## config.mk

```make
export PLATFORM = sky130hd
export DESIGN_NAME = ps2_rx_fifo
export DESIGN_NICKNAME = d
export VERILOG_FILES = /design/src/rtl/ps2_pkg.sv /design/src/rtl/ps2_sync_filter.sv /design/src/rtl/ps2_rx_fifo.sv
export SDC_FILE = /design/constraint.sdc
export NUM_CORES = 1
export LEC_CHECK = 0
export CAP_MARGIN = 20
export CORE_AREA = 4 4 87 89
export DETAILED_ROUTE_END_ITERATION = 12
export DIE_AREA = 0 0 91 93
export PLACE_DENSITY = 0.77
export REMOVE_ABC_BUFFERS = 1
export SLEW_MARGIN = 25
export SYNTH_ARGS = -nofsm -noshare
export SYNTH_HDL_FRONTEND = slang
export SYNTH_SLANG_ARGS = --single-unit
```

## constraint.sdc

```tcl
create_clock -name i_clock -period 3.6 [get_ports i_clock]
set_clock_uncertainty 0.1 [all_clocks]
set_input_delay 0.72 -clock i_clock [delete_from_list [all_inputs] [get_ports i_clock]]
set_output_delay 0.72 -clock i_clock [all_outputs]
set_load 0.01 [all_outputs]
```

## src/rtl/ps2_pkg.sv

```systemverilog
// Shared types and helpers for the PS/2 receive path.
package ps2_pkg;

  typedef enum logic [1:0] {
    IDLE   = 2'd0,
    DATA   = 2'd1,
    PARITY = 2'd2,
    STOP   = 2'd3
  } ps2_state_e;

  localparam logic PS2_IDLE_LEVEL = 1'b1;

  // True when the reduced data XOR plus the parity bit matches the selected parity sense.
  function automatic logic parity_ok(input logic data_xor, input logic parity_bit,
                                     input logic odd_parity);
    return (data_xor ^ parity_bit) == odd_parity;
  endfunction

endpackage

```

## src/rtl/ps2_sync_filter.sv

```systemverilog
// Two-flop synchroniser followed by a run-length glitch filter for one PS/2 pin.
module ps2_sync_filter
  import ps2_pkg::*;
#(
  parameter int unsigned FILTER_LEN = 8
) (
  input  logic i_clock,
  input  logic reset,
  input  logic i_raw,
  output logic o_filt
);

  localparam int unsigned CW = $clog2(FILTER_LEN);

  logic          sync1_q, sync2_q;
  logic          filt_q, filt_d;
  logic [CW-1:0] cnt_q, cnt_d;

  always_ff @(posedge i_clock or posedge reset) begin
    if (reset) begin
      sync1_q <= PS2_IDLE_LEVEL;
      sync2_q <= PS2_IDLE_LEVEL;
      filt_q  <= PS2_IDLE_LEVEL;
      cnt_q   <= '0;
    end else begin
      sync1_q <= i_raw;
      sync2_q <= sync1_q;
      filt_q  <= filt_d;
      cnt_q   <= cnt_d;
    end
  end

  // Any sample equal to the current level restarts the run.
  always_comb begin
    filt_d = filt_q;
    cnt_d  = '0;
    if (sync2_q != filt_q) begin
      if (cnt_q == CW'(FILTER_LEN - 1)) filt_d = sync2_q;
      else                              cnt_d  = cnt_q + CW'(1);
    end
  end

  assign o_filt = filt_q;

endmodule

```

## src/rtl/ps2_rx_fifo.sv

```systemverilog
// Oversampled PS/2 device-to-host receiver with frame checks and a scan-code FIFO.
module ps2_rx_fifo
  import ps2_pkg::*;
#(
  parameter int unsigned DATA_BITS      = 8,
  parameter bit          ODD_PARITY     = 1'b1,
  parameter int unsigned FILTER_LEN     = 8,
  parameter int unsigned TIMEOUT_CYCLES = 50000,
  parameter int unsigned FIFO_DEPTH     = 4
) (
  input  logic                 i_clock,
  input  logic                 reset,
  input  logic                 ps2_clk,
  input  logic                 ps2_data,
  output logic                 o_valid,
  output logic [DATA_BITS-1:0] o_code,
  input  logic                 i_ready,
  output logic                 o_parity_err,
  output logic                 o_frame_err,
  output logic                 o_timeout,
  output logic                 o_overflow
);

  localparam int unsigned BCW = $clog2(DATA_BITS + 1);
  localparam int unsigned TCW = $clog2(TIMEOUT_CYCLES + 1);
  localparam int unsigned AW  = $clog2(FIFO_DEPTH);
  localparam int unsigned PW  = AW + 1;

  logic clk_filt, data_filt, clk_prev_q, fall;

  ps2_sync_filter #(.FILTER_LEN(FILTER_LEN)) u_clk_filter (
    .i_clock(i_clock), .reset(reset), .i_raw(ps2_clk), .o_filt(clk_filt)
  );

  ps2_sync_filter #(.FILTER_LEN(FILTER_LEN)) u_data_filter (
    .i_clock(i_clock), .reset(reset), .i_raw(ps2_data), .o_filt(data_filt)
  );

  assign fall = clk_prev_q & ~clk_filt;

  ps2_state_e           state_q, state_d;
  logic [BCW-1:0]       bcnt_q, bcnt_d;
  logic [DATA_BITS-1:0] shift_q, shift_d;
  logic                 par_q, par_d;
  logic [TCW-1:0]       tcnt_q, tcnt_d;
  logic                 perr_q, perr_d, ferr_q, ferr_d, to_q, to_d, ovf_q, ovf_d;
  logic                 push, push_ok, pop, full, empty;
  logic [PW-1:0]        wr_ptr_q, wr_ptr_d, rd_ptr_q, rd_ptr_d;
  logic [DATA_BITS-1:0] mem_q [FIFO_DEPTH];

  always_ff @(posedge i_clock or posedge reset) begin
    if (reset) begin
      clk_prev_q <= PS2_IDLE_LEVEL;
      state_q    <= IDLE;
      bcnt_q     <= '0;
      shift_q    <= '0;
      par_q      <= 1'b0;
      tcnt_q     <= '0;
      perr_q     <= 1'b0;
      ferr_q     <= 1'b0;
      to_q       <= 1'b0;
      ovf_q      <= 1'b0;
      wr_ptr_q   <= '0;
      rd_ptr_q   <= '0;
      for (int i = 0; i < int'(FIFO_DEPTH); i++) mem_q[i] <= '0;
    end else begin
      clk_prev_q <= clk_filt;
      state_q    <= state_d;
      bcnt_q     <= bcnt_d;
      shift_q    <= shift_d;
      par_q      <= par_d;
      tcnt_q     <= tcnt_d;
      perr_q     <= perr_d;
      ferr_q     <= ferr_d;
      to_q       <= to_d;
      ovf_q      <= ovf_d;
      wr_ptr_q   <= wr_ptr_d;
      rd_ptr_q   <= rd_ptr_d;
      if (push_ok) mem_q[wr_ptr_q[AW-1:0]] <= shift_q;
    end
  end

  // Frame FSM: steps on filtered clock falls; the timeout is the only other exit.
  always_comb begin
    state_d = state_q;
    bcnt_d  = bcnt_q;
    shift_d = shift_q;
    par_d   = par_q;
    tcnt_d  = tcnt_q;
    perr_d  = 1'b0;
    ferr_d  = 1'b0;
    to_d    = 1'b0;
    push    = 1'b0;

    if (fall || state_q == IDLE)         tcnt_d = '0;
    else if (tcnt_q != TCW'(TIMEOUT_CYCLES)) tcnt_d = tcnt_q + TCW'(1);

    if (fall) begin
      unique case (state_q)
        IDLE: begin
          if (!data_filt) begin
            state_d = DATA;
            bcnt_d  = '0;
          end else begin
            ferr_d  = 1'b1;
          end
        end
        DATA: begin
          // LSB arrives first, so after DATA_BITS shifts it sits at bit 0.
          shift_d = {data_filt, shift_q[DATA_BITS-1:1]};
          bcnt_d  = bcnt_q + BCW'(1);
          if (bcnt_q == BCW'(DATA_BITS - 1)) state_d = PARITY;
        end
        PARITY: begin
          par_d   = data_filt;
          state_d = STOP;
        end
        STOP: begin
          state_d = IDLE;
          if (!data_filt)                                 ferr_d = 1'b1;
          else if (!parity_ok(^shift_q, par_q, ODD_PARITY)) perr_d = 1'b1;
          else                                            push   = 1'b1;
        end
        default: state_d = IDLE;
      endcase
    end else if (state_q != IDLE && tcnt_q == TCW'(TIMEOUT_CYCLES - 1)) begin
      state_d = IDLE;
      to_d    = 1'b1;
    end
  end

  // FIFO: a pop frees the head slot in the same cycle, so a full FIFO can still accept.
  always_comb begin
    empty    = (wr_ptr_q == rd_ptr_q);
    full     = (wr_ptr_q[AW] != rd_ptr_q[AW]) && (wr_ptr_q[AW-1:0] == rd_ptr_q[AW-1:0]);
    pop      = !empty && i_ready;
    push_ok  = push && (!full || pop);
    ovf_d    = push && full && !pop;
    wr_ptr_d = wr_ptr_q + PW'(push_ok);
    rd_ptr_d = rd_ptr_q + PW'(pop);
  end

  assign o_valid      = !empty;
  assign o_code       = mem_q[rd_ptr_q[AW-1:0]];
  assign o_parity_err = perr_q;
  assign o_frame_err  = ferr_q;
  assign o_timeout    = to_q;
  assign o_overflow   = ovf_q;

endmodule

```

Word level (Yosys, flattened, before mapping):

Index checks and enable logic that the tools add are counted.

* register bits after elaboration: 86
* input bits: 5
* output and inout port bits: 13
* logic and storage cells: 111

* bitwise operators: 5
* $lt $le $gt $ge: 3
* reduce and logical (&&, ||, !) cells: 24
* eq/ne operators: 16
* add/sub/neg operators: 6
* multiplexer cells: 33

Operator list (count)
* 32-bit bitwise mux: 1
* 16-bit 2-to-1 mux: 2
* 8-bit 2-to-1 mux: 3
* 16-bit by 1-bit adder with 16-bit output, second input constant: 1
* 8-bit binary-select mux with 2-bit select: 1
* 8-bit demux with 2-bit select: 1
* 16-bit equality test, second input constant: 1
* 16-bit != test, second input constant: 1
* 1-bit 2-to-1 mux: 13
* 3-bit 2-to-1 mux: 4
* 2-bit 2-to-1 mux: 4
* 2-bit one-hot mux with 4 select lines: 1
* 4-bit one-hot mux with 2 select lines: 1
* 2-bit AND reduction: 4
* 2-bit nonzero test: 4
* 8-bit XOR reduction: 1
* 1-bit logical AND: 7
* 3-bit by 1-bit adder with 3-bit output: 2
* 3-bit by 1-bit adder with 3-bit output, second input constant: 2
* 3-bit equality test, second input constant: 2
* 3-bit >= comparator, second input constant: 2
* 3-bit != test, second input constant: 2
* 2-bit inverter with 3-bit output: 2
* 3-bit AND reduction: 2
* other kinds (17): 23

Depth between registers and ports, before layout:

* word-level depth: 8
* gate-level depth with buffers: 8

By module:

From an unflattened synthesis, not the netlist that was laid out.

* cells, all modules: 302
* area, all modules: 3955.0 um^2

By module, submodules not included
* ps2_rx_fifo: instances 1, area each 3499.6 um^2, cells an instance 274
* ps2_sync_filter: instances 2, area each 227.7 um^2, cells an instance 14

Least setup slack after synthesis:

OpenSTA, ideal clock, no wires.

* kind: register -> register
* start point: register rd_ptr_q[0]
* end point: register wr_ptr_q[2]
* arrival time: 2.138 ns
* period minus slack after synthesis: 2.361 ns
* stages on the path, launching flop included: 9
* path slack: 1.239 ns
* setup time: 0.123 ns
* data required time: 3.377 ns
* cells stage by stage: dfrtp_1 > buf_4 > xnor2_1 > nand2_1 > nor3_1 > nor2_1 > ha_1 > ha_1 > xor2_1

* longest elaborated chain between the ends: 6
* elaborated cells between the ends (all ways): 9

Ends and longest elaborated chain
* from (decl): RTL line ps2_rx_fifo.sv:48 `logic [PW-1:0] wr_ptr_q, wr_ptr_d, rd_ptr_q, rd_ptr_d;`
* from (signal assigned): RTL line ps2_rx_fifo.sv:78 `rd_ptr_q <= rd_ptr_d;`
* 3-bit equality test or 2-bit equality test (tied branches): RTL line ps2_rx_fifo.sv:134, ps2_rx_fifo.sv:135
* 1-bit zero test or 1-bit logical AND (tied branches): RTL line ps2_rx_fifo.sv:136, ps2_rx_fifo.sv:135
* 1-bit logical AND or 1-bit zero test (tied branches): RTL line ps2_rx_fifo.sv:136, ps2_rx_fifo.sv:137
* 1-bit logical OR (*): RTL line ps2_rx_fifo.sv:137 `push_ok = push && (!full || pop);`
* 1-bit logical AND (*): RTL line ps2_rx_fifo.sv:137
* 3-bit by 1-bit adder with 3-bit output (*): RTL line ps2_rx_fifo.sv:139 `wr_ptr_d = wr_ptr_q + PW'(push_ok);`
* net wr_ptr_d[2]: RTL line ps2_rx_fifo.sv:48
* to (signal assigned): RTL line ps2_rx_fifo.sv:77 `wr_ptr_q <= wr_ptr_d;`
* to (decl): RTL line ps2_rx_fifo.sv:48

The timed path passes the listed nets; every way through them passes the cells marked *.
A chain may end at the register's enable or synchronous reset.

Worst setup path after layout:

* start point: register rd_ptr_q[0]
* end point: output o_code[0]

* longest elaborated chain between the ends: 4

Ends and longest elaborated chain
* 2-bit inverter with 3-bit output (implied by the code): RTL line ps2_rx_fifo.sv:144 `assign o_code = mem_q[rd_ptr_q[AW-1:0]];`
* 8-bit binary-select mux with 2-bit select: RTL line ps2_rx_fifo.sv:144
* 8-bit 2-to-1 mux (implied by the code) (2 in series): RTL line ps2_rx_fifo.sv:144
* to (decl): RTL line ps2_rx_fifo.sv:16 `output logic [DATA_BITS-1:0] o_code,`

No other way between the ends. The select of a mux whose other input is x is not followed.

==> run summary <==
CTS built an H-tree with a depth of 3. For the share of total power in the clock network, the log shows 30.9%. Adding up every negative setup slack in the final design gives 0 ns. The run finished with clean final reports. In this run the cell area measured after placement is 4210 µm².

The most frequently used cell type in the post-synthesis netlist was sky130_fd_sc_hd__dfrtp_1. The antenna violation net count after detailed routing is 0. In the final routed layout, each cell accounts on average for 15.1 µm. The congestion estimate from routability-driven global placement came to 0.739.

Measured along the x axis, the die boundary spans 91 µm. In this run the worst path has a maximum fanout of 10. At the end of the flow, the number of nets in the layout was 337. The placed wire-length estimate after detailed placement was 4.30 mm. Number of violations reported at the end of detailed-routing iteration 0: 116. In the post-synthesis netlist, the biggest area contributors are sky130_fd_sc_hd__dfrtp_1 (50%), sky130_fd_sc_hd__mux2_2 (12%), sky130_fd_sc_hd__ha_1 (4.8%). Post-CTS resize count: 0. After synthesis the cells add up to 3940 µm². Type of the setup path with the least slack: flip-flop to primary output. For the cell area after layout, the log shows 4430 µm².

The switching power summed over all nets was 705 µW; the first-pass GRT wire length was 11.0 mm. The biggest area contributor in the post-synthesis netlist is sky130_fd_sc_hd__dfrtp_1. In the synthesized netlist the async set-or-reset flop fraction comes to 100%. TritonCTS created 9 clock buffers. The logs give 6.08 mm for the overall routed net length and 0 for the final setup violation count. The final core utilization came out at 65.6%. Counting every sink on the clock net gives 86. The initialized floorplan defines 30 standard-cell rows.

The internal power of the cells totals 1.69 mW. Pin placement for this block handled 18 I/O pins. Counting flops with a built-in enable in the synthesized netlist gives 0. The area added between synthesis and finish was 12.6%; the first-pass iteration count of the detailed router was 4. The logs give 2297 for the number of global-route vias before repair and 0.307 mV for the largest voltage drop on the vdd net. The class of the tightest hold or removal check was flip-flop to flip-flop. Global routing finished with a remaining overflow of 0. After technology mapping, the gate count stands at 293. The core area was 6760 µm². The tools report the initial antenna violation count as 0.

Cells with a size suffix above 1 make up 25.5% of the layout. The die covers 8460 µm². STA classifies the critical path startpoint as a flip-flop. The shortest period the worst path allows works out to 2.95 ns. The tools report the capturing element type of the critical path as a primary output. The tools report the sequential cell fraction of total power as 50.4%. For this run, the top clock speed supported by timing is 339 MHz. The top cell type by area accounts for 50.2% of the synthesized area. The total global routing track utilization was 16.2%; the yosys synthesis warning count was 0. By count the netlist is led by sky130_fd_sc_hd__dfrtp_1 (79), sky130_fd_sc_hd__mux2_2 (43), sky130_fd_sc_hd__nor2_1 (23), sky130_fd_sc_hd__ha_1 (15), sky130_fd_sc_hd__nand2_1 (15). At the worst endpoint, the required time is 2.78 ns. Setup repair after global routing left no endpoint under its margin.

From bottom edge to top edge, the die measures 93 µm. In this run the register-to-register setup slack is 1.04 ns. No sink is reached through more buffers than the 2 on the longest clock path.

The logs give 0 for the number of hold buffers added after cts and 2.13 ns for the signal arrival time at the worst endpoint. After clock tree synthesis, the clock-pin slew on the worst setup and hold paths is 0.08 ns. The analysis attributes to cell leakage a power of 2.06 nW. Counting distinct cell types in the post-synthesis netlist gives 37. The tree is rooted in a sky130_fd_sc_hd__clkbuf_8.

For this configuration, the core starts out at a cell density of 58.3%. For the number of max-slew violations in the final report, the log shows 0. The clock reaches the later pin of the worst-skew pair after 0.35 ns.

The total DRC errors in the routed layout was 0. After clock tree synthesis, the setup repair step added 0 buffers. The power after layout came out at 2.40 mW. Dividing the final minimum period by the clock period gives 82.0%. The combinational group share of total power was 18.7%.

The tools report the relative max-transition margin as 58.4%. The run gives 2268 as the number of vias after detailed routing. Entering global routing, the biggest net connects 60 pins.

For the pin with the worst max-slew slack, the measured transition is 0.619 ns. The routed via count divided by cell count was 5.64. The final count of hold timing violations is 0. The count of buffers added on input and output ports is 17. TritonCTS built the clock tree. Averaged over all synthesized cells, the footprint is 13.4 µm². Sequential elements use 54.9% of the synthesized area. The number of max-cap violations came out at 0. The flip-flop cell with the highest count after synthesis was sky130_fd_sc_hd__dfrtp_1. The register bit count reported by yosys was 86. Diode insertion count for antenna repair: 0.

The fraction of power spent switching nets is 29.4%, and the power per unit of standard cell area is 541 nW/µm².
[flip-flops by register name, indices dropped and copies added, names as in the netlist, 2 cells and up]
register,cells
shift_q,8
bcnt_q,4
mem_q,32
u_data_filter.cnt_q,3
state_q,2
rd_ptr_q,3
wr_ptr_q,3
u_clk_filter.cnt_q,3
tcnt_q,16
[per-stage QoR]
step | hold slack, ns | worst slack [ns] | std cells
finish | 0.261 | 0.648 | 402
global route | 0.264 | 0.525 | 402
CTS | 0.262 | 0.589 | 402
detailed placement | 0.250 | 0.905 | 386
global placement | 0.246 | 0.931 | 386
floorplan | 0.245 | 0.570 | 287
[cells by family after synthesis]
kind of cell | count (synthesis) | synth area share (%)
compound gates | 13 | 2.07
simple gates | 84 | 12.2
mux | 55 | 17.9
flops | 86 | 54.9
xor+xnor | 29 | 7.02
fa+ha+maj | 15 | 4.77
buf+inv | 11 | 1.18
[power by group through the flow]
stage / logic [mW] / registers, mW / clock network (mW)
5_1_grt: 0.513 / 1.23 / 0.812
2_1_floorplan: 0.355 / 1.19 / 0
6_report: 0.448 / 1.21 / 0.742
3_3_place_gp: 0.439 / 1.22 / 0
3_5_place_dp: 0.451 / 1.23 / 0
4_1_cts: 0.455 / 1.21 / 0.765
[final cells by class]
type / instances / area, µm²
clock buffers: 11 / 141
clock inverters: 5 / 81.3
fillers: 513 / 2320
inverters: 5 / 20.0
multi-input cells: 196 / 1730
flip-flops and latches: 86 / 2160
well taps: 80 / 100
repair buffers: 19 / 198
[critical path, cell delays in order (launching register included)]
cell	delay [ns]
sky130_fd_sc_hd__dfrtp_1	0.71
sky130_fd_sc_hd__mux4_2	0.58
sky130_fd_sc_hd__clkdlybuf4s50_1	0.49
[cells in the final DEF (no fill, tap or decap), drive strengths merged, types with 6 or more instances in the layout]
cell type | Yosys | final
nor2 | 23 | 23
nand2 | 15 | 15
xor2 | 14 | 14
xnor2 | 14 | 14
clkdlybuf4s50 | 0 | 17
ha | 15 | 15
clkbuf | 3 | 11
nor4 | 6 | 6
nand3 | 9 | 9
dfrtp | 79 | 79
dfstp | 7 | 7
mux4 | 8 | 8
mux2 | 43 | 43
[path summary, 6_finish.rpt]
path	endpoint	start	cells after the start
max	o_code[0]	rd_ptr_q[0]	2
min	u_clk_filter.sync2_q	u_clk_filter.sync1_q	0
max reg2reg	mem_q[17]	shift_q[1]	5
min reg2reg	u_clk_filter.sync2_q	u_clk_filter.sync1_q	0
max in group asynchronous	u_clk_filter.sync2_q	reset	3
min in group asynchronous	mem_q[25]	reset	2
[metal layers]
| layer | GRT usage, % | vias to the layer above | share of wire [%] |
|---|---|---|---|
| met5 | 0 | - | 0 |
| met4 | 7.29 | 0 | 2.1 |
| met3 | 2.49 | 12 | 2.5 |
| met2 | 25.8 | 30 | 49 |
| met1 | 22.1 | 1140 | 46 |
| li1 | - | 1086 | - |
Power figures use the tool's default switching activity.
